File: src/rtl/fifo_ctrl_pkg.sv
// Shared types and default sizing for the FIFO pointer/flag controller.
package fifo_ctrl_pkg;

  localparam int unsigned DEPTH_DEF           = 256;
  localparam int unsigned DATA_W_DEF          = 8;
  localparam int unsigned ALMOST_FULL_TH_DEF  = 240;
  localparam int unsigned ALMOST_EMPTY_TH_DEF = 16;

  // Controller occupancy state; S_FLUSH is the one-cycle settle after reset/flush.
  typedef enum logic [1:0] {
    S_FLUSH   = 2'd0,
    S_EMPTY   = 2'd1,
    S_PARTIAL = 2'd2,
    S_FULL    = 2'd3
  } fifo_state_e;

endpackage

File: src/rtl/fifo_ptr_gen.sv
// Wrap-bit pointer counter: increments on inc_i, synchronously clears on clr_i.
module fifo_ptr_gen
  import fifo_ctrl_pkg::*;
#(
  parameter int unsigned PTR_W = 9
) (
  input  logic             clk,
  input  logic             rst,
  input  logic             inc_i,
  input  logic             clr_i,
  output logic [PTR_W-1:0] ptr_o
);

  logic [PTR_W-1:0] ptr_d;
  logic [PTR_W-1:0] ptr_q;

  // Next pointer value; clear wins over increment.
  always_comb begin
    ptr_d = ptr_q;
    if (clr_i) begin
      ptr_d = '0;
    end else if (inc_i) begin
      ptr_d = ptr_q + PTR_W'(1);
    end
  end

  // Pointer register with asynchronous active-low reset.
  always_ff @(posedge clk or negedge rst) begin
    if (!rst) begin
      ptr_q <= '0;
    end else begin
      ptr_q <= ptr_d;
    end
  end

  assign ptr_o = ptr_q;

endmodule

File: src/rtl/fifo_ctrl.sv
// FIFO pointer/flag controller: flow-controlled write/read pointers, occupancy,
// full/empty, sticky overflow/underflow and memory strobe decode.
// Optional build macro FIFO_CTRL_ALMOST_FLAGS_EN adds registered almost_full /
// almost_empty outputs driven from the ALMOST_* thresholds.
module fifo_ctrl
  import fifo_ctrl_pkg::*;
#(
  parameter int unsigned DEPTH           = DEPTH_DEF,
  parameter int unsigned ADDR_W          = $clog2(DEPTH),
  parameter int unsigned DATA_W          = DATA_W_DEF
`ifdef FIFO_CTRL_ALMOST_FLAGS_EN
  ,
  parameter int unsigned ALMOST_FULL_TH  = ALMOST_FULL_TH_DEF,
  parameter int unsigned ALMOST_EMPTY_TH = ALMOST_EMPTY_TH_DEF
`endif
) (
  input  logic              clk,
  input  logic              rst,
  input  logic              wr_valid,
  output logic              wr_ready,
  input  logic              rd_req,
  output logic              rd_valid,
  input  logic              flush,
  output logic [DATA_W-1:0] mem_wr_en,
  output logic [ADDR_W-1:0] mem_wr_addr,
  output logic              mem_rd_en,
  output logic [ADDR_W-1:0] mem_rd_addr,
  output logic [ADDR_W:0]   count,
  output logic              full,
  output logic              empty,
  output logic              overflow,
  output logic              underflow
`ifdef FIFO_CTRL_ALMOST_FLAGS_EN
  ,
  output logic              almost_full,
  output logic              almost_empty
`endif
);

  localparam int unsigned PTR_W = ADDR_W + 1;

  fifo_state_e      state_q;
  fifo_state_e      state_d;
  logic [PTR_W-1:0] wr_ptr;
  logic [PTR_W-1:0] rd_ptr;
  logic [PTR_W-1:0] occ;
  logic             wr_fire;
  logic             rd_fire;
  logic             rd_allowed;
  logic             overflow_q;
  logic             overflow_d;
  logic             underflow_q;
  logic             underflow_d;
  logic             rd_valid_q;

  // Occupancy is the wrap-aware pointer difference.
  assign occ = wr_ptr - rd_ptr;

  // Handshake decode; flush blocks both sides in the same cycle.
  always_comb begin
    wr_ready   = 1'b0;
    rd_allowed = 1'b0;
    if (!flush) begin
      wr_ready   = (state_q == S_EMPTY) || (state_q == S_PARTIAL);
      rd_allowed = (state_q == S_PARTIAL) || (state_q == S_FULL);
    end
    wr_fire = wr_valid && wr_ready;
    rd_fire = rd_req && rd_allowed;
  end

  fifo_ptr_gen #(
    .PTR_W (PTR_W)
  ) u_wr_ptr (
    .clk   (clk),
    .rst   (rst),
    .inc_i (wr_fire),
    .clr_i (flush),
    .ptr_o (wr_ptr)
  );

  fifo_ptr_gen #(
    .PTR_W (PTR_W)
  ) u_rd_ptr (
    .clk   (clk),
    .rst   (rst),
    .inc_i (rd_fire),
    .clr_i (flush),
    .ptr_o (rd_ptr)
  );

  // Next-state logic; flush overrides every other transition.
  always_comb begin
    state_d = state_q;
    unique case (state_q)
      S_FLUSH: begin
        state_d = S_EMPTY;
      end
      S_EMPTY: begin
        if (wr_fire) begin
          state_d = S_PARTIAL;
        end
      end
      S_PARTIAL: begin
        if (wr_fire && !rd_fire && (occ == PTR_W'(DEPTH - 1))) begin
          state_d = S_FULL;
        end else if (rd_fire && !wr_fire && (occ == PTR_W'(1))) begin
          state_d = S_EMPTY;
        end
      end
      S_FULL: begin
        if (rd_fire) begin
          state_d = S_PARTIAL;
        end
      end
      default: begin
        state_d = S_FLUSH;
      end
    endcase
    if (flush) begin
      state_d = S_FLUSH;
    end
  end

  // Sticky error flags; only flush (or reset) clears them.
  always_comb begin
    overflow_d  = overflow_q  || (wr_valid && (state_q == S_FULL));
    underflow_d = underflow_q || (rd_req && (state_q == S_EMPTY));
    if (flush) begin
      overflow_d  = 1'b0;
      underflow_d = 1'b0;
    end
  end

  // State, error and read-valid registers.
  always_ff @(posedge clk or negedge rst) begin
    if (!rst) begin
      state_q     <= S_FLUSH;
      overflow_q  <= 1'b0;
      underflow_q <= 1'b0;
      rd_valid_q  <= 1'b0;
    end else begin
      state_q     <= state_d;
      overflow_q  <= overflow_d;
      underflow_q <= underflow_d;
      rd_valid_q  <= rd_fire;
    end
  end

  assign mem_wr_en   = {DATA_W{wr_fire}};
  assign mem_rd_en   = rd_fire;
  assign mem_wr_addr = wr_ptr[ADDR_W-1:0];
  assign mem_rd_addr = rd_ptr[ADDR_W-1:0];
  assign count       = occ;
  assign full        = (occ == PTR_W'(DEPTH));
  assign empty       = (occ == '0);
  assign overflow    = overflow_q;
  assign underflow   = underflow_q;
  assign rd_valid    = rd_valid_q;

`ifdef FIFO_CTRL_ALMOST_FLAGS_EN
  logic [PTR_W-1:0] occ_d;
  logic             almost_full_q;
  logic             almost_full_d;
  logic             almost_empty_q;
  logic             almost_empty_d;

  // Threshold flags computed from next-cycle occupancy so they track count.
  always_comb begin
    occ_d          = occ + PTR_W'(wr_fire) - PTR_W'(rd_fire);
    almost_full_d  = (occ_d >= PTR_W'(ALMOST_FULL_TH));
    almost_empty_d = (occ_d <= PTR_W'(ALMOST_EMPTY_TH));
    if (state_d == S_FLUSH) begin
      occ_d          = '0;
      almost_full_d  = 1'b0;
      almost_empty_d = 1'b1;
    end
  end

  // Almost-flag registers.
  always_ff @(posedge clk or negedge rst) begin
    if (!rst) begin
      almost_full_q  <= 1'b0;
      almost_empty_q <= 1'b1;
    end else begin
      almost_full_q  <= almost_full_d;
      almost_empty_q <= almost_empty_d;
    end
  end

  assign almost_full  = almost_full_q;
  assign almost_empty = almost_empty_q;
`endif

endmodule
File: config.mk
export PLATFORM = sky130hd
export DESIGN_NAME = fifo_ctrl
export DESIGN_NICKNAME = d
export VERILOG_FILES = /design/src/rtl/fifo_ctrl_pkg.sv /design/src/rtl/fifo_ptr_gen.sv /design/src/rtl/fifo_ctrl.sv
export SDC_FILE = /design/constraint.sdc
export NUM_CORES = 1
export LEC_CHECK = 0
export BUFFER_PORTS_ARGS = -buffer_cell sky130_fd_sc_hd__clkbuf_2
export CAP_MARGIN = 20
export CORE_MARGIN = 3
export CORE_UTILIZATION = 45
export CTS_BUF_LIST = sky130_fd_sc_hd__clkbuf_8
export CTS_CLUSTER_DIAMETER = 40
export DETAILED_ROUTE_END_ITERATION = 16
export GPL_TIMING_DRIVEN = 0
export PLACE_DENSITY = 0.79
export SLEW_MARGIN = 20
export SYNTH_ARGS = -nofsm -noshare
export SYNTH_HDL_FRONTEND = slang
export SYNTH_SLANG_ARGS = --single-unit
File: constraint.sdc
create_clock -name clk -period 5.4 [get_ports clk]
set_input_delay 1.08 -clock clk [delete_from_list [all_inputs] [get_ports clk]]
set_output_delay 1.08 -clock clk [all_outputs]
set_load 0.01 [all_outputs]
==> results.py <==
metrics = {
    "cts": {
        "cts_tree": "yes",
        "ctsHtreeMaxLevel": 1,
        "cts_resized": 0,
        "clk_pin_slew_ns": 0.08,
        "cts_buffers": 3,
        "cts_buffer_depth": 2,
        "cts_sinks": 23,
        "post_cts_buffers": 0,
        "cts_root_buf": "clkbuf_8",
        "clkLatencyLatePin_ns": 0.26,
        "hold_buffers": 0,
    },
    "synthesis": {
        "ys_warn_count": 0,
        "synth_edf_count": 0,
        "yosysUniqueCellTypes": 38,
        "synthTopCellsByArea": "dfrtp_1, ha_1, buf_4",
        "yosysSeqAreaShare": 0.318,
        "synth_ff_type": "dfrtp_1",
        "mappedNetlistArea_um2": 1810,
        "synth_nets": 219,
        "syn_area_per_cell_um2": 9.13,
        "yosysTopAreaCell": "dfrtp_1",
        "syn_inst": 198,
        "synth_top_area_share": 0.318,
        "ys_seq_elements": 23,
        "async_flop_share": 1.00,
    },
    "drt": {
        "drtIter0Drc": 59,
        "vias_per_cell": 5.05,
        "highest_layer": "met4",
        "dr_total_vias": 1485,
        "drc_errors": 0,
        "firstDrtPassIters": 4,
        "drt_wl_total_um": 3900,
        "met1Wirelength_um": 1730,
        "dr_wl_met2_um": 2010,
        "met3WireLength_um": 125,
        "ant_nets": 0,
        "routedWlPerCell_um": 13.2,
    },
    "setup_path": {
        "crit_required_ns": 4.32,
        "path_max_fanout": 4,
        "r2r_slack_ns": 2.31,
        "critPathMostFrequentCell": "inv_1",
        "cp_top_family": "compound AO/OA/AOI/OAI gates",
        "slowest_stage": "dfrtp_1",
        "crit_chain": "inv_1, ha_1, inv_1, fa_1, a21o_1, a221oi_4, xnor2_2, nor4b_4, nand4_1, a21oi_1, clkbuf_2",
        "cp-end-kind": "output pin",
        "crit_path_start_kind": "flop",
        "max_stage_delay_ns": 0.41,
        "arrival_ns": 2.91,
        "criticalPathCategory": "reg2out",
        "cp_num_buf_inv": 3,
    },
    "layout": {
        "syn_to_final_growth_pct": 18.1,
        "multi_input_area_um2": 977,
        "drive_above_1_share": 0.333,
        "nNetsFinal": 268,
        "insertedDiodeCount": 0,
        "fill_cells": 362,
        "seq_area_um2": 576,
        "layout.cells.non_filler": 294,
    },
    "sta": {
        "period_share": 0.739,
        "setup_viol": 0,
        "final.setup.worst_slack_ns": 1.41,
        "fin_tns_setup_ns": 0,
        "post-route-min-period_ns": 3.99,
        "clock_skew_ns": 0.00497,
        "worst_slew_pin_slew_ns": 0.609,
        "slew_violations": 0,
        "rsz0062_at_grt": "no",
        "slew_headroom": 0.594,
        "max_freq_mhz": 251,
        "finalHoldViolations": 0,
    },
    "pwr": {
        "ir_worst_vdd_uv": 188,
        "p_comb_frac": 0.428,
        "p_int_mw": 0.335,
        "power_frac_clock": 0.205,
        "total_power_mw": 0.526,
        "p_per_area_nw_per_um2": 246,
        "p_leak_nw": 1.15,
        "pwr-share-seq": 0.367,
        "switching_share": 0.363,
        "p_sw_mw": 0.191,
    },
    "min_path": {
        "min_path_type": "reg2reg",
    },
    "global_routing": {
        "grt_first_pass_wirelength_um": 6870,
        "grt_pass1_vias": 1492,
        "antenna_found_initial": 0,
        "grt_usage": 0.170,
        "grt_overflow": 0,
        "grt_max_degree": 24,
    },
    "place": {
        "numPortBuffers": 44,
        "place_ws_ns": 1.77,
        "hpwl_um": 3070,
        "gp_congestion": 0.813,
        "post-place-cells": 290,
    },
    "flow_run": {
        "drv_cap": 0,
    },
    "floorplanning": {
        "die_y_um": 69.4,
        "die-area_um2": 4810,
        "row_count": 22,
        "start_util": 0.479,
        "ios": 45,
        "die_w_um": 69.4,
        "core-area_um2": 3770,
    },
    "status": {
        "status": "complete, no violations",
    },
}
[final timing paths]
kind	startpoint	end	cells past startpoint
max	u_wr_ptr.ptr_o[0]	full	11
min	underflow	underflow	2
max reg2reg	u_wr_ptr.ptr_o[0]	state_q[1]	11
min reg2reg	underflow	underflow	2
max in group asynchronous	rst	u_wr_ptr.ptr_o[2]	1
min in group asynchronous	rst	underflow	1
[sequential cells by signal, indices dropped and copies added, names as in the netlist]
register	flops
underflow	1
u_wr_ptr.ptr_o	9
state_q	2
u_rd_ptr.ptr_o	9
rd_valid	1
overflow	1
[cell usage after synthesis (3+ instances only)]
master	instances
and4_1	3
buf_4	24
xnor2_1	11
ha_1	15
and3_1	7
nand3_1	9
nor3_1	4
nand2_1	12
a21oi_1	5
inv_1	16
a21o_1	3
nor2_1	22
xor2_1	9
a211oi_1	3
dfrtp_1	23
nand4_1	6
[metal layers]
metal | up-vias | global-route usage
met3 | 2 | 0.0159
met4 | 0 | 0.0369
met2 | 28 | 0.296
met1 | 704 | 0.228
li1 | 751 | -
met5 | - | 0
[cells by family (layout without fill, tap and decap cells)]
family	count (synthesis)	count (layout)	synth area share
flops	23	23	0.318
buf+inv	42	90	0.141
mux	1	1	0.00554
xor+xnor	21	21	0.106
compound gates	24	24	0.109
simple gates	71	71	0.205
fa+ha+maj	16	16	0.115
[worst reg2reg max path, cell delays in order, from the launching register on]
cell,delay (ns)
dfrtp_1,0.41
inv_1,0.13
ha_1,0.16
inv_1,0.05
fa_1,0.41
a21o_1,0.22
a221oi_4,0.30
xnor2_2,0.21
nand4_1,0.17
o311ai_0,0.51
o211ai_2,0.16
o32ai_2,0.26
[metrics by stage]
stage | area [um2] | hold slack (ns) | utilization
3_5_place_dp | 2090 | 0.493 | 0.554
6_report | 2130 | 0.508 | 0.566
3_3_place_gp | 2090 | 0.480 | 0.554
4_1_cts | 2130 | 0.517 | 0.566
2_1_floorplan | 1810 | 0.477 | -
5_1_grt | 2130 | 0.554 | 0.566
[placed cells by master, fill, tap and decap left out, drive strengths merged, types with 2 or more instances in the layout]
cell / n
nor3: 4
and4: 3
buf: 25
a21oi: 5
and3: 7
or2: 2
ha: 15
dfrtp: 23
xnor2: 12
a211oi: 3
xor2: 9
inv: 16
nand4: 6
a21o: 3
o21ai: 2
a221oi: 2
clkbuf: 48
o22ai: 2
nand2: 12
nor2b: 2
nand3: 9
nor2: 23
[power groups by stage]
stage / Sequential, mW / Clock (mW) / Combinational, mW
after global routing: 0.196 / 0.117 / 0.250
after CTS: 0.193 / 0.111 / 0.227
after detailed placement: 0.197 / 0 / 0.225
after floorplan: 0.196 / 0 / 0.155
after global placement: 0.196 / 0 / 0.222
final: 0.193 / 0.108 / 0.225
[cell type report]
class	instances	area share
Inverter	16	0.0281
Tap cell	48	0.0281
Timing Repair Buffer	44	0.103
Clock inverter	1	0.00234
Multi-Input combinational cell	133	0.458
Sequential cell	23	0.270
Clock buffer	3	0.0193
Buffer	26	0.0914
Note: power is estimated with default switching activity, not from simulation.
